==> src/rtl/common.sv <==
// rtl/common.sv - shared address, cache line and request-source types
package common;

  localparam int PPTR_W = 32;
  localparam int LINE_W = 128;

  typedef logic [PPTR_W-1:0] pptr_t;
  typedef logic [LINE_W-1:0] cacheline_t;

  // Source of an outstanding read, stored in the tag FIFO
  typedef enum logic {
    SRC_I = 1'b0,
    SRC_D = 1'b1
  } src_t;

  // Round-robin slots, visited in the order I -> DR -> DW
  typedef enum logic [1:0] {
    RR_I  = 2'd0,
    RR_DR = 2'd1,
    RR_DW = 2'd2
  } rr_t;

  // Address sits in the low bits so the hazard compare can slice it directly
  typedef struct packed {
    cacheline_t line;
    pptr_t      addr;
  } wreq_t;

  // Slot that gets first priority after source g has been granted
  function automatic rr_t rr_next(input rr_t g);
    case (g)
      RR_I:    return RR_DR;
      RR_DR:   return RR_DW;
      default: return RR_I;
    endcase
  endfunction

endpackage

==> src/rtl/sync_fifo.sv <==
// rtl/sync_fifo.sv - circular FIFO exporting its storage and per-slot valid bits
module sync_fifo #(
  parameter int WIDTH = 8,
  parameter int DEPTH = 4
) (
  input  logic                          clk,
  input  logic                          rst,
  input  logic                          push,
  input  logic [WIDTH-1:0]              push_data,
  input  logic                          pop,
  output logic                          full,
  output logic                          empty,
  output logic [WIDTH-1:0]              head,
  output logic [DEPTH-1:0][WIDTH-1:0]   entries,
  output logic [DEPTH-1:0]              valid
);

  localparam int AW = (DEPTH > 1) ? $clog2(DEPTH) : 1;
  localparam int CW = $clog2(DEPTH + 1);
  localparam logic [CW-1:0] FULL_CNT = CW'(DEPTH);

  logic [DEPTH-1:0][WIDTH-1:0] mem;
  logic [AW-1:0]               rd_ptr;
  logic [AW-1:0]               wr_ptr;
  logic [CW-1:0]               count;
  logic                        do_push;
  logic                        do_pop;

  // A pop in the same cycle frees a slot, so a full FIFO can still take a push
  assign do_pop  = pop && !empty;
  assign do_push = push && (!full || do_pop);

  assign full    = (count == FULL_CNT);
  assign empty   = (count == '0);
  assign head    = mem[rd_ptr];
  assign entries = mem;

  // Pointer, occupancy and storage update; the push valid-set wins over the pop clear on a shared slot
  always_ff @(posedge clk) begin
    if (rst) begin
      rd_ptr <= '0;
      wr_ptr <= '0;
      count  <= '0;
      valid  <= '0;
    end else begin
      if (do_pop) begin
        rd_ptr         <= rd_ptr + AW'(1);
        valid[rd_ptr]  <= 1'b0;
      end
      if (do_push) begin
        mem[wr_ptr]    <= push_data;
        wr_ptr         <= wr_ptr + AW'(1);
        valid[wr_ptr]  <= 1'b1;
      end
      case ({do_push, do_pop})
        2'b10:   count <= count + CW'(1);
        2'b01:   count <= count - CW'(1);
        default: count <= count;
      endcase
    end
  end

endmodule

==> src/rtl/mem_req_arbiter.sv <==
// rtl/mem_req_arbiter.sv - round-robin sharing of the memory port between i-cache and d-cache
module mem_req_arbiter
  import common::*;
#(
  parameter int Q_DEPTH = 4,
  parameter int MAX_OUT = 8
) (
  input  logic       clk,
  input  logic       rst,

  input  logic       icache_req_ren,
  input  pptr_t      icache_req_raddr,
  output logic       icache_req_ready,
  output logic       icache_rec_en,
  output pptr_t      icache_rec_addr,
  output cacheline_t icache_rec_cacheline,

  input  logic       dcache_req_ren,
  input  pptr_t      dcache_req_raddr,
  input  logic       dcache_req_wen,
  input  pptr_t      dcache_req_waddr,
  input  cacheline_t dcache_req_wcacheline,
  output logic       dcache_req_rready,
  output logic       dcache_req_wready,
  output logic       dcache_rec_en,
  output pptr_t      dcache_rec_addr,
  output cacheline_t dcache_rec_cacheline,

  output logic       mem_req_ren,
  output pptr_t      mem_req_raddr,
  output logic       mem_req_wen,
  output pptr_t      mem_req_waddr,
  output cacheline_t mem_req_wcacheline,
  input  logic       mem_req_ready,

  input  logic       mem_rec_en,
  input  pptr_t      mem_rec_addr,
  input  cacheline_t mem_rec_cacheline,

  output logic       err_unexpected
);

  localparam int WQ_W = $bits(wreq_t);

  // Queue interconnect
  logic                             iq_push, iq_pop, iq_full, iq_empty;
  pptr_t                            iq_head;
  logic [Q_DEPTH-1:0][PPTR_W-1:0]   iq_entries;
  logic [Q_DEPTH-1:0]               iq_valid;

  logic                             drq_push, drq_pop, drq_full, drq_empty;
  pptr_t                            drq_head;
  logic [Q_DEPTH-1:0][PPTR_W-1:0]   drq_entries;
  logic [Q_DEPTH-1:0]               drq_valid;

  logic                             dwq_push, dwq_pop, dwq_full, dwq_empty;
  wreq_t                            dwq_in;
  wreq_t                            dwq_head;
  logic [Q_DEPTH-1:0][WQ_W-1:0]     dwq_entries;
  logic [Q_DEPTH-1:0]               dwq_valid;

  logic                             tq_push, tq_pop, tq_full, tq_empty;
  logic [0:0]                       tq_in;
  logic [0:0]                       tq_head;
  logic [MAX_OUT-1:0][0:0]          tq_entries;
  logic [MAX_OUT-1:0]               tq_valid;
  src_t                             tq_src;

  // Arbitration state
  rr_t  rr_ptr;
  rr_t  grant;
  logic grant_valid;
  logic i_elig, dr_elig, dw_elig;
  logic raw_hit;
  logic slot_free;
  logic issue;

  // Readys depend only on registered occupancy and are held low while in reset
  assign icache_req_ready  = !rst && !iq_full;
  assign dcache_req_rready = !rst && !drq_full;
  assign dcache_req_wready = !rst && !dwq_full;

  assign iq_push  = icache_req_ren && icache_req_ready;
  assign drq_push = dcache_req_ren && dcache_req_rready;
  assign dwq_push = dcache_req_wen && dcache_req_wready;
  assign dwq_in   = '{line: dcache_req_wcacheline, addr: dcache_req_waddr};

  sync_fifo #(.WIDTH(PPTR_W), .DEPTH(Q_DEPTH)) u_iq (
    .clk(clk), .rst(rst), .push(iq_push), .push_data(icache_req_raddr), .pop(iq_pop),
    .full(iq_full), .empty(iq_empty), .head(iq_head), .entries(iq_entries), .valid(iq_valid)
  );

  sync_fifo #(.WIDTH(PPTR_W), .DEPTH(Q_DEPTH)) u_drq (
    .clk(clk), .rst(rst), .push(drq_push), .push_data(dcache_req_raddr), .pop(drq_pop),
    .full(drq_full), .empty(drq_empty), .head(drq_head), .entries(drq_entries), .valid(drq_valid)
  );

  sync_fifo #(.WIDTH(WQ_W), .DEPTH(Q_DEPTH)) u_dwq (
    .clk(clk), .rst(rst), .push(dwq_push), .push_data(dwq_in), .pop(dwq_pop),
    .full(dwq_full), .empty(dwq_empty), .head(dwq_head), .entries(dwq_entries), .valid(dwq_valid)
  );

  sync_fifo #(.WIDTH(1), .DEPTH(MAX_OUT)) u_tq (
    .clk(clk), .rst(rst), .push(tq_push), .push_data(tq_in), .pop(tq_pop),
    .full(tq_full), .empty(tq_empty), .head(tq_head), .entries(tq_entries), .valid(tq_valid)
  );

  // Only the d-cache write queue's storage is inspected; the other taps are intentionally idle
  logic unused_fifo_taps;
  assign unused_fifo_taps = ^{iq_entries, iq_valid, drq_entries, drq_valid, tq_entries, tq_valid};

  // Read-after-write hazard: the DRQ head waits while any queued write targets the same line
  always_comb begin
    raw_hit = 1'b0;
    for (int i = 0; i < Q_DEPTH; i++) begin
      if (dwq_valid[i] && (dwq_entries[i][PPTR_W-1:0] == drq_head)) begin
        raw_hit = 1'b1;
      end
    end
  end

  assign i_elig  = !iq_empty && !tq_full;
  assign dr_elig = !drq_empty && !tq_full && !raw_hit;
  assign dw_elig = !dwq_empty;

  // Round-robin pick starting at rr_ptr and wrapping I -> DR -> DW
  always_comb begin
    grant       = RR_I;
    grant_valid = i_elig || dr_elig || dw_elig;
    case (rr_ptr)
      RR_I: begin
        if (i_elig)       grant = RR_I;
        else if (dr_elig) grant = RR_DR;
        else              grant = RR_DW;
      end
      RR_DR: begin
        if (dr_elig)      grant = RR_DR;
        else if (dw_elig) grant = RR_DW;
        else              grant = RR_I;
      end
      default: begin
        if (dw_elig)      grant = RR_DW;
        else if (i_elig)  grant = RR_I;
        else              grant = RR_DR;
      end
    endcase
  end

  // The command slot can be refilled when empty or when memory takes it this cycle
  assign slot_free = !(mem_req_ren || mem_req_wen) || mem_req_ready;
  assign issue     = slot_free && grant_valid;

  assign iq_pop  = issue && (grant == RR_I);
  assign drq_pop = issue && (grant == RR_DR);
  assign dwq_pop = issue && (grant == RR_DW);

  // Every issued read records its source so the in-order response can be routed back
  assign tq_push = issue && (grant != RR_DW);
  assign tq_in   = (grant == RR_I) ? 1'(SRC_I) : 1'(SRC_D);
  assign tq_pop  = mem_rec_en && !tq_empty;
  assign tq_src  = src_t'(tq_head);

  // Command slot and round-robin pointer; contents stay put until memory accepts them
  always_ff @(posedge clk) begin
    if (rst) begin
      mem_req_ren        <= 1'b0;
      mem_req_raddr      <= '0;
      mem_req_wen        <= 1'b0;
      mem_req_waddr      <= '0;
      mem_req_wcacheline <= '0;
      rr_ptr             <= RR_I;
    end else if (slot_free) begin
      mem_req_ren <= 1'b0;
      mem_req_wen <= 1'b0;
      if (issue) begin
        rr_ptr <= rr_next(grant);
        case (grant)
          RR_I: begin
            mem_req_ren   <= 1'b1;
            mem_req_raddr <= iq_head;
          end
          RR_DR: begin
            mem_req_ren   <= 1'b1;
            mem_req_raddr <= drq_head;
          end
          default: begin
            mem_req_wen        <= 1'b1;
            mem_req_waddr      <= dwq_head.addr;
            mem_req_wcacheline <= dwq_head.line;
          end
        endcase
      end
    end
  end

  // Response routing to the cache that issued the read, plus the sticky orphan-response flag
  always_ff @(posedge clk) begin
    if (rst) begin
      icache_rec_en        <= 1'b0;
      icache_rec_addr      <= '0;
      icache_rec_cacheline <= '0;
      dcache_rec_en        <= 1'b0;
      dcache_rec_addr      <= '0;
      dcache_rec_cacheline <= '0;
      err_unexpected       <= 1'b0;
    end else begin
      icache_rec_en <= tq_pop && (tq_src == SRC_I);
      dcache_rec_en <= tq_pop && (tq_src == SRC_D);
      if (tq_pop && (tq_src == SRC_I)) begin
        icache_rec_addr      <= mem_rec_addr;
        icache_rec_cacheline <= mem_rec_cacheline;
      end
      if (tq_pop && (tq_src == SRC_D)) begin
        dcache_rec_addr      <= mem_rec_addr;
        dcache_rec_cacheline <= mem_rec_cacheline;
      end
      if (mem_rec_en && tq_empty) begin
        err_unexpected <= 1'b1;
      end
    end
  end

endmodule
==> config.mk <==
export PLATFORM = sky130hd
export DESIGN_NAME = mem_req_arbiter
export DESIGN_NICKNAME = d
export VERILOG_FILES = /design/src/rtl/common.sv /design/src/rtl/sync_fifo.sv /design/src/rtl/mem_req_arbiter.sv
export SDC_FILE = /design/constraint.sdc
export NUM_CORES = 2
export LEC_CHECK = 0
export CAP_MARGIN = 20
export CORE_MARGIN = 5
export CORE_UTILIZATION = 40
export DETAILED_ROUTE_END_ITERATION = 6
export PLACE_DENSITY = 0.62
export SYNTH_ARGS = -nofsm -noshare
export SYNTH_HDL_FRONTEND = slang
export SYNTH_SLANG_ARGS = --single-unit
==> constraint.sdc <==
create_clock -name clk -period 6.3 [get_ports clk]
set_clock_uncertainty 0.2 [all_clocks]
set_input_delay 0.945 -clock clk [delete_from_list [all_inputs] [get_ports clk]]
set_output_delay 0.945 -clock clk [all_outputs]
set_load 0.005 [all_outputs]
# Yosys cells after proc, flatten, opt, wreduce, memory -nomap -nowiden
# Index checks and enable logic that the tools add are counted.
dict set report totals {
  register_bits 1458
  input_bits 391
  output_inout_bits 520
  wordCells 223
}
dict set report classes {
  addsub 16
  order_cmp 13
  eq_ne 20
  n_mux 49
  n_bitwise 6
  reduce_logical 73
}
# op n
set op_table {}
lappend op_table {{bitwise mux 640 bit} 1}
lappend op_table {{binary-select mux 160 bit (select 2 bit)} 1}
lappend op_table {{demux 160 bit (select 2 bit)} 1}
lappend op_table {{2-to-1 mux 160 bit} 2}
lappend op_table {{bitwise mux 128 bit} 2}
lappend op_table {{binary-select mux 32 bit (select 2 bit)} 2}
lappend op_table {{demux 32 bit (select 2 bit)} 2}
lappend op_table {{== test 32 bit} 4}
lappend op_table {{2-to-1 mux 32 bit} 4}
lappend op_table {{one-hot mux 32 bit (2 select lines)} 1}
lappend op_table {{logical AND 1 bit} 35}
lappend op_table {{less-than comparator 2 x 3 -> 1 bit, second input constant} 6}
lappend op_table {{one-hot mux 3 bit (2 select lines)} 3}
lappend op_table {{adder 3 x 1 -> 3 bit, second input constant} 5}
lappend op_table {{2-to-1 mux 1 bit} 14}
lappend op_table {{adder 2 x 1 -> 2 bit, second input constant} 6}
lappend op_table {{== test 2 x 1 -> 1 bit, second input constant} 6}
lappend op_table {{2-to-1 mux 4 bit} 3}
lappend op_table {{logical NOT 1 bit} 11}
lappend op_table {{== test 2 bit, second input constant} 5}
lappend op_table {{2-to-1 mux 2 bit} 5}
lappend op_table {{AND reduction 2 bit} 5}
lappend op_table {{nonzero test 2 bit} 5}
lappend op_table {{== test 3 bit, second input constant} 3}
lappend op_table {{other kinds (24)} 45}

# Longest topological paths before layout
dict set report logic_depth {
  word_depth 20
  depth_mapped 22
  mapped_depth_nobuf 15
}

# Hierarchy
# From an unflattened synthesis, not the netlist that was laid out.
dict set report hier_totals {
  hier_cells 3991
  area_unflattened_um2 56835.8
}
# mod instances cells_each area_each_um2
set modules_own_cells {}
lappend modules_own_cells {{sync_fifo at u_dwq} 1 905 23695.2}
lappend modules_own_cells {mem_req_arbiter 1 2496 21420.5}
lappend modules_own_cells {{sync_fifo at u_drq} 1 237 5250.0}
lappend modules_own_cells {{sync_fifo at u_iq} 1 237 5246.3}
lappend modules_own_cells {{sync_fifo at u_tq} 1 116 1223.7}

# Worst setup path after synthesis
# OpenSTA, ideal clock, no wires.
dict set report synth_path {
  path_type {input-to-reg}
  start {input rst}
  end {register u_dwq.mem (netlist bit u_dwq.entries[0]) (enable)}
  setup_ps 513
  arrival_time_ps 4729
  required_ps 5587
  slack_ps 859
  path_stages 5
  n_path_buf 1
  path_cell_list {a31oi_1 and2_1 clkbuf_1 nand2_1 inv_1}
}
dict set report synth_between {
  elab_chain_cells 5
  elab_cells_between_ends 6
  cone_classes {1 x bitwise; 5 x reduce/logical}
}
# item line_no
set synth_rtl {}
lappend synth_rtl {{start: declaration} mem_req_arbiter.sv:9} ;# input logic rst,
lappend synth_rtl {{logical NOT 1 bit} mem_req_arbiter.sv:81} ;# assign dcache_req_wready = !rst && !dwq_full;
lappend synth_rtl {{logical AND 1 bit} mem_req_arbiter.sv:81}
lappend synth_rtl {{logical AND 1 bit} mem_req_arbiter.sv:85} ;# assign dwq_push = dcache_req_wen && dcache_req_wready;
lappend synth_rtl {{logical AND 1 bit} sync_fifo.sv:31} ;# assign do_push = push && (!full || do_pop);
lappend synth_rtl {{AND reduction 2 bit (no source line) (*)} --}
lappend synth_rtl {{end signal: indexed assignment} sync_fifo.sv:51} ;# mem[wr_ptr] <= push_data;
lappend synth_rtl {{end: declaration} sync_fifo.sv:22} ;# logic [DEPTH-1:0][WIDTH-1:0] mem;
# Mark *: on every way between the ends. The rest lies on a longest branch, timed or not.
# A chain may end at the register's enable or synchronous reset.

# Worst setup path after layout
dict set report layout_path {
  start {register u_drq.rd_ptr[0]}
  end {register u_tq.count[3]}
}
dict set report layout_between {
  elab_chain_cells 18
  elab_cells_between_ends 30
  cone_classes {7 x eq/ne; 11 x mux; 12 x reduce/logical}
}
# item line_no
set layout_rtl {}
lappend layout_rtl {{start: declaration} sync_fifo.sv:23} ;# logic [AW-1:0] rd_ptr;
lappend layout_rtl {{start signal: assignment} sync_fifo.sv:47} ;# rd_ptr <= rd_ptr + AW'(1);
lappend layout_rtl {{binary-select mux 32 bit (select 2 bit) (*)} sync_fifo.sv:35} ;# assign head = mem[rd_ptr];
lappend layout_rtl {{2-to-1 mux 32 bit (not written as such) (*)} sync_fifo.sv:35}
lappend layout_rtl {{== test 32 bit} mem_req_arbiter.sv:116} ;# if (dwq_valid[i] && (dwq_entries[i][PPTR_W-1:0] == drq_head)) begin
lappend layout_rtl {{logical AND 1 bit} mem_req_arbiter.sv:116}
lappend layout_rtl {{2-to-1 mux 1 bit (3 in series)} mem_req_arbiter.sv:116}
lappend layout_rtl {{2-to-1 mux 1 bit (*)} mem_req_arbiter.sv:116}
lappend layout_rtl {{logical NOT 1 bit (*)} mem_req_arbiter.sv:123} ;# assign dr_elig = !drq_empty && !tq_full && !raw_hit;
lappend layout_rtl {{logical AND 1 bit (*)} mem_req_arbiter.sv:123}
lappend layout_rtl {{2-to-1 mux 2 bit} mem_req_arbiter.sv:133} ;# else if (dr_elig) grant = RR_DR;
lappend layout_rtl {{2-to-1 mux 2 bit} mem_req_arbiter.sv:132} ;# if (i_elig) grant = RR_I;
lappend layout_rtl {{one-hot mux 2 bit (2 select lines)} mem_req_arbiter.sv:130} ;# case (rr_ptr)
lappend layout_rtl {{inequality test 2 bit} mem_req_arbiter.sv:158} ;# assign tq_push = issue && (grant != RR_DW);
lappend layout_rtl {{logical AND 1 bit (*)} mem_req_arbiter.sv:158}
lappend layout_rtl {{logical AND 1 bit (*)} sync_fifo.sv:31}
lappend layout_rtl {{== test 2 x 1 -> 1 bit / == test 2 bit (equally long branches)} sync_fifo.sv:55} ;# case ({do_push, do_pop})
lappend layout_rtl {{one-hot mux 4 bit (2 select lines) / nonzero test 2 bit (equally long branches)} --}
lappend layout_rtl {{end signal: assignment} sync_fifo.sv:56} ;# 2'b10: count <= count + CW'(1);
lappend layout_rtl {{end signal: assignment} sync_fifo.sv:57} ;# 2'b01: count <= count - CW'(1);
lappend layout_rtl {{end signal: assignment} sync_fifo.sv:58} ;# default: count <= count;
lappend layout_rtl {{end: declaration} sync_fifo.sv:25} ;# logic [CW-1:0] count;
# Mark *: on every way between the ends. The rest lies on a longest branch, timed or not. The select of a mux whose other input is x is not followed.

==> metrics.cfg <==
[clock_network]
insertion_delay_ns = 0.76
post_cts_resize_count = 0
cts_sinks = 1458
cts_setup_buffers = 0
cts_max_level = 4
clkSlewWorstSetupHoldPaths_ns = 0.06
cts_buffers = 156
cts_tree = done
cts_root_buf = clkbuf_16
holdBufCountCts = 0
clock_path_buffers = 3

[run_status]
status = completed

[power_and_ir_drop]
cellLeakagePower_nw = 23.2
p_per_area_nw_per_um2 = 411
ir_drop_mv = 0.405

[critical_path]
crit_type = reg2reg
reg2reg_to = u_tq.count[3]
cp.arrival_ns = 5.85
startpoint_type = flop
worstReg2RegStart = u_drq.rd_ptr[0]
r2r_slack_ns = 0.92
required_ns = 6.76
critPathMaxFanout = 42
rr_worst_depth = 16
end_kind = flop

[min_path]
min_to = dcache_rec_cacheline[97]
holdPathStages = 2
min_path_type = reg2reg
min-delay-start = dcache_rec_cacheline[97]

[detailed_routing]
dr_total_vias = 34588
vias_per_cell = 5.17
dr.first_iter.drc_count = 2696
wl_per_cell_microns = 25.5
wl_microns = 170000
antenna_left = 0
drcViolationCount = 0
drt-pass1-iter-count = 6

[yosys]
synth_compound_area_share_pct = 5.00
synth_cell_types = 68
synth_top_area_share_pct = 49.1
syn_inst = 3838
synthSimpleGateAreaFrac_pct = 7.02
synthMostInstantiatedCell = edfxtp_1
synth_xor_area_share_pct = 1.92
netlist_area_sq_um = 55300
synth.avg_cell_area_sq_um = 14.4
synthMuxAreaShare_pct = 13.7
synth_flop_cell = edfxtp_1
synth_top_area_cell = edfxtp_1
synth_area_leaders = edfxtp_1 (49%), dfxtp_1 (20%), mux4_2 (9.2%), nand2_1 (4.5%), mux2i_1 (3.8%)
synthArstFlopShare_pct = 0
ys_seq_area_share_pct = 69.2
synth-warning-count = 0
synthAdderAreaFrac_pct = 0.688
synth_edf_count = 904
syn_nets = 4257
synth_top_family_by_area = multiplexers
synthTopCellsByCount = edfxtp_1 (904), nand2_1 (665), dfxtp_1 (554), a21oi_1 (383), mux4_2 (225)
synth_seq_cells = 1458

[layout]
drive_above_1_share_pct = 11.8
utilization_pct = 52.0
area_delta_synth_final_pct = 29.2
fin_cells = 6684
nets = 5148
n_fill_cell = 11597

[grt]
groute.usage.overall_pct = 22.6
grt_start_max_net_pins = 218
grt_pass1_wl_microns = 242000
overflow = 0
antenna_found_initial = 66
grt_pass1_vias = 34025

[placement]
numPlacedInstances = 6365
place_ws_ns = 1.11
io_buffers = 910
gp_congestion = 0.934
dp_hpwl_microns = 120000

[sta]
finalSetupViolCount = 0
finalCritPeriodShare_pct = 85.5
worst_pin_slew_ns = 1.15
rsz0062_at_grt = false
max_slew_margin_pct = 23.0
max_freq_mhz = 186
drv_slew = 0
period_minus_slack_ns = 5.38
fin_ws_ns = 0.916
hold_viol = 0
setup_tns_ns = 0

[run]
drv_cap = 0

[die]
die_x_microns = 382
rows = 136
coreArea_sq_um = 137000
initial_core_util_pct = 40.2
die_h_microns = 382
dieArea_sq_um = 146000
io_pins = 911

-- kinds of logic after synthesis --
group / count (synthesis)
flops: 1458
buf+inv: 302
xor+xnor: 121
fa+ha+maj: 28
mux: 470
simple gates: 968
compound gates: 491
-- worst max path at each step --
stage                    start          endpoint  slack (ns)  depth (start not counted)
2_1_floorplan              rst  u_dwq.entries[0]        0.86                          5
3_3_place_gp   u_drq.rd_ptr[0]     u_tq.count[3]        1.00                         16
3_5_place_dp   u_drq.rd_ptr[0]    u_drq.count[2]        1.11                         18
4_1_cts        u_drq.rd_ptr[0]     u_tq.count[3]        1.06                         16
5_1_grt        u_drq.rd_ptr[0]     u_tq.count[3]        0.80                         16
6_report       u_drq.rd_ptr[0]     u_tq.count[3]        0.92                         16
-- flip-flops by register name (all words and copies together), names as in the netlist, 4 cells and up --
name,count
u_dwq.entries,640
dcache_rec_cacheline,128
icache_rec_cacheline,128
mem_req_wcacheline,128
u_drq.entries,128
u_iq.entries,128
dcache_rec_addr,32
icache_rec_addr,32
mem_req_raddr,32
mem_req_waddr,32
u_tq.entries,8
u_dwq.valid,4
u_tq.count,4
-- placed cells by master, fill, tap and decap left out, types with 97 or more instances in the layout --
master	count
a21oi_1	383
clkdlybuf4s50_1	909
edfxtp_1	904
dfxtp_1	549
clkbuf_16	161
nor2_1	203
mux2i_1	209
xnor2_1	97
nand2_1	664
mux4_2	225
-- power breakdown --
group | internal (mW) | total, mW | switching (mW)
logic | 3.89 | 8.01 | 4.12
clock network | 5.42 | 9.20 | 3.78
registers | 11.4 | 12.1 | 0.722
-- final cells by class --
| cell class | count | area (sq um) | share of cell area [%] |
|---|---|---|---|
| antenna | 33 | 82.6 | 0.116 |
| clock buffer | 209 | 4400 | 6.16 |
| clock inverter | 77 | 805 | 1.13 |
| inverter | 78 | 320 | 0.449 |
| multi-input combinational | 2078 | 15700 | 22.0 |
| sequential | 1458 | 38300 | 53.6 |
| tap | 1794 | 2240 | 3.14 |
| timing repair buffer | 957 | 9620 | 13.5 |
-- critical path: stages (launching register included) --
cell	delay, ns
dfxtp_4	0.66
buf_12	0.35
mux4_2	0.66
xnor2_1	0.23
nand4_1	0.13
nor4_1	0.58
nand4_1	0.41
o311a_1	0.28
o21a_1	0.22
o21ai_4	0.15
ha_1	0.26
ha_1	0.24
a21o_1	0.17
a21oi_1	0.16
xnor2_1	0.09
or3_1	0.30
a21oi_1	0.15
-- per-layer routing --
layer	GRT usage [%]	routed length (microns)
met1	27.4	65500
met2	39.0	86100
met3	6.46	13100
met4	7.43	5390
met5	0	119
-- per-stage QoR --
stage | power, mW | hold WS (ns) | area [sq um]
4_1_cts | 29.7 | 0.254 | 71300
5_1_grt | 30.7 | 0.266 | 71400
3_5_place_dp | 20.4 | 0.246 | 66100
3_3_place_gp | 20.3 | 0.241 | 66100
2_1_floorplan | 16.7 | 0.253 | 55300
6_report | 29.3 | 0.251 | 71400
Note: power is estimated with default switching activity, not from simulation.
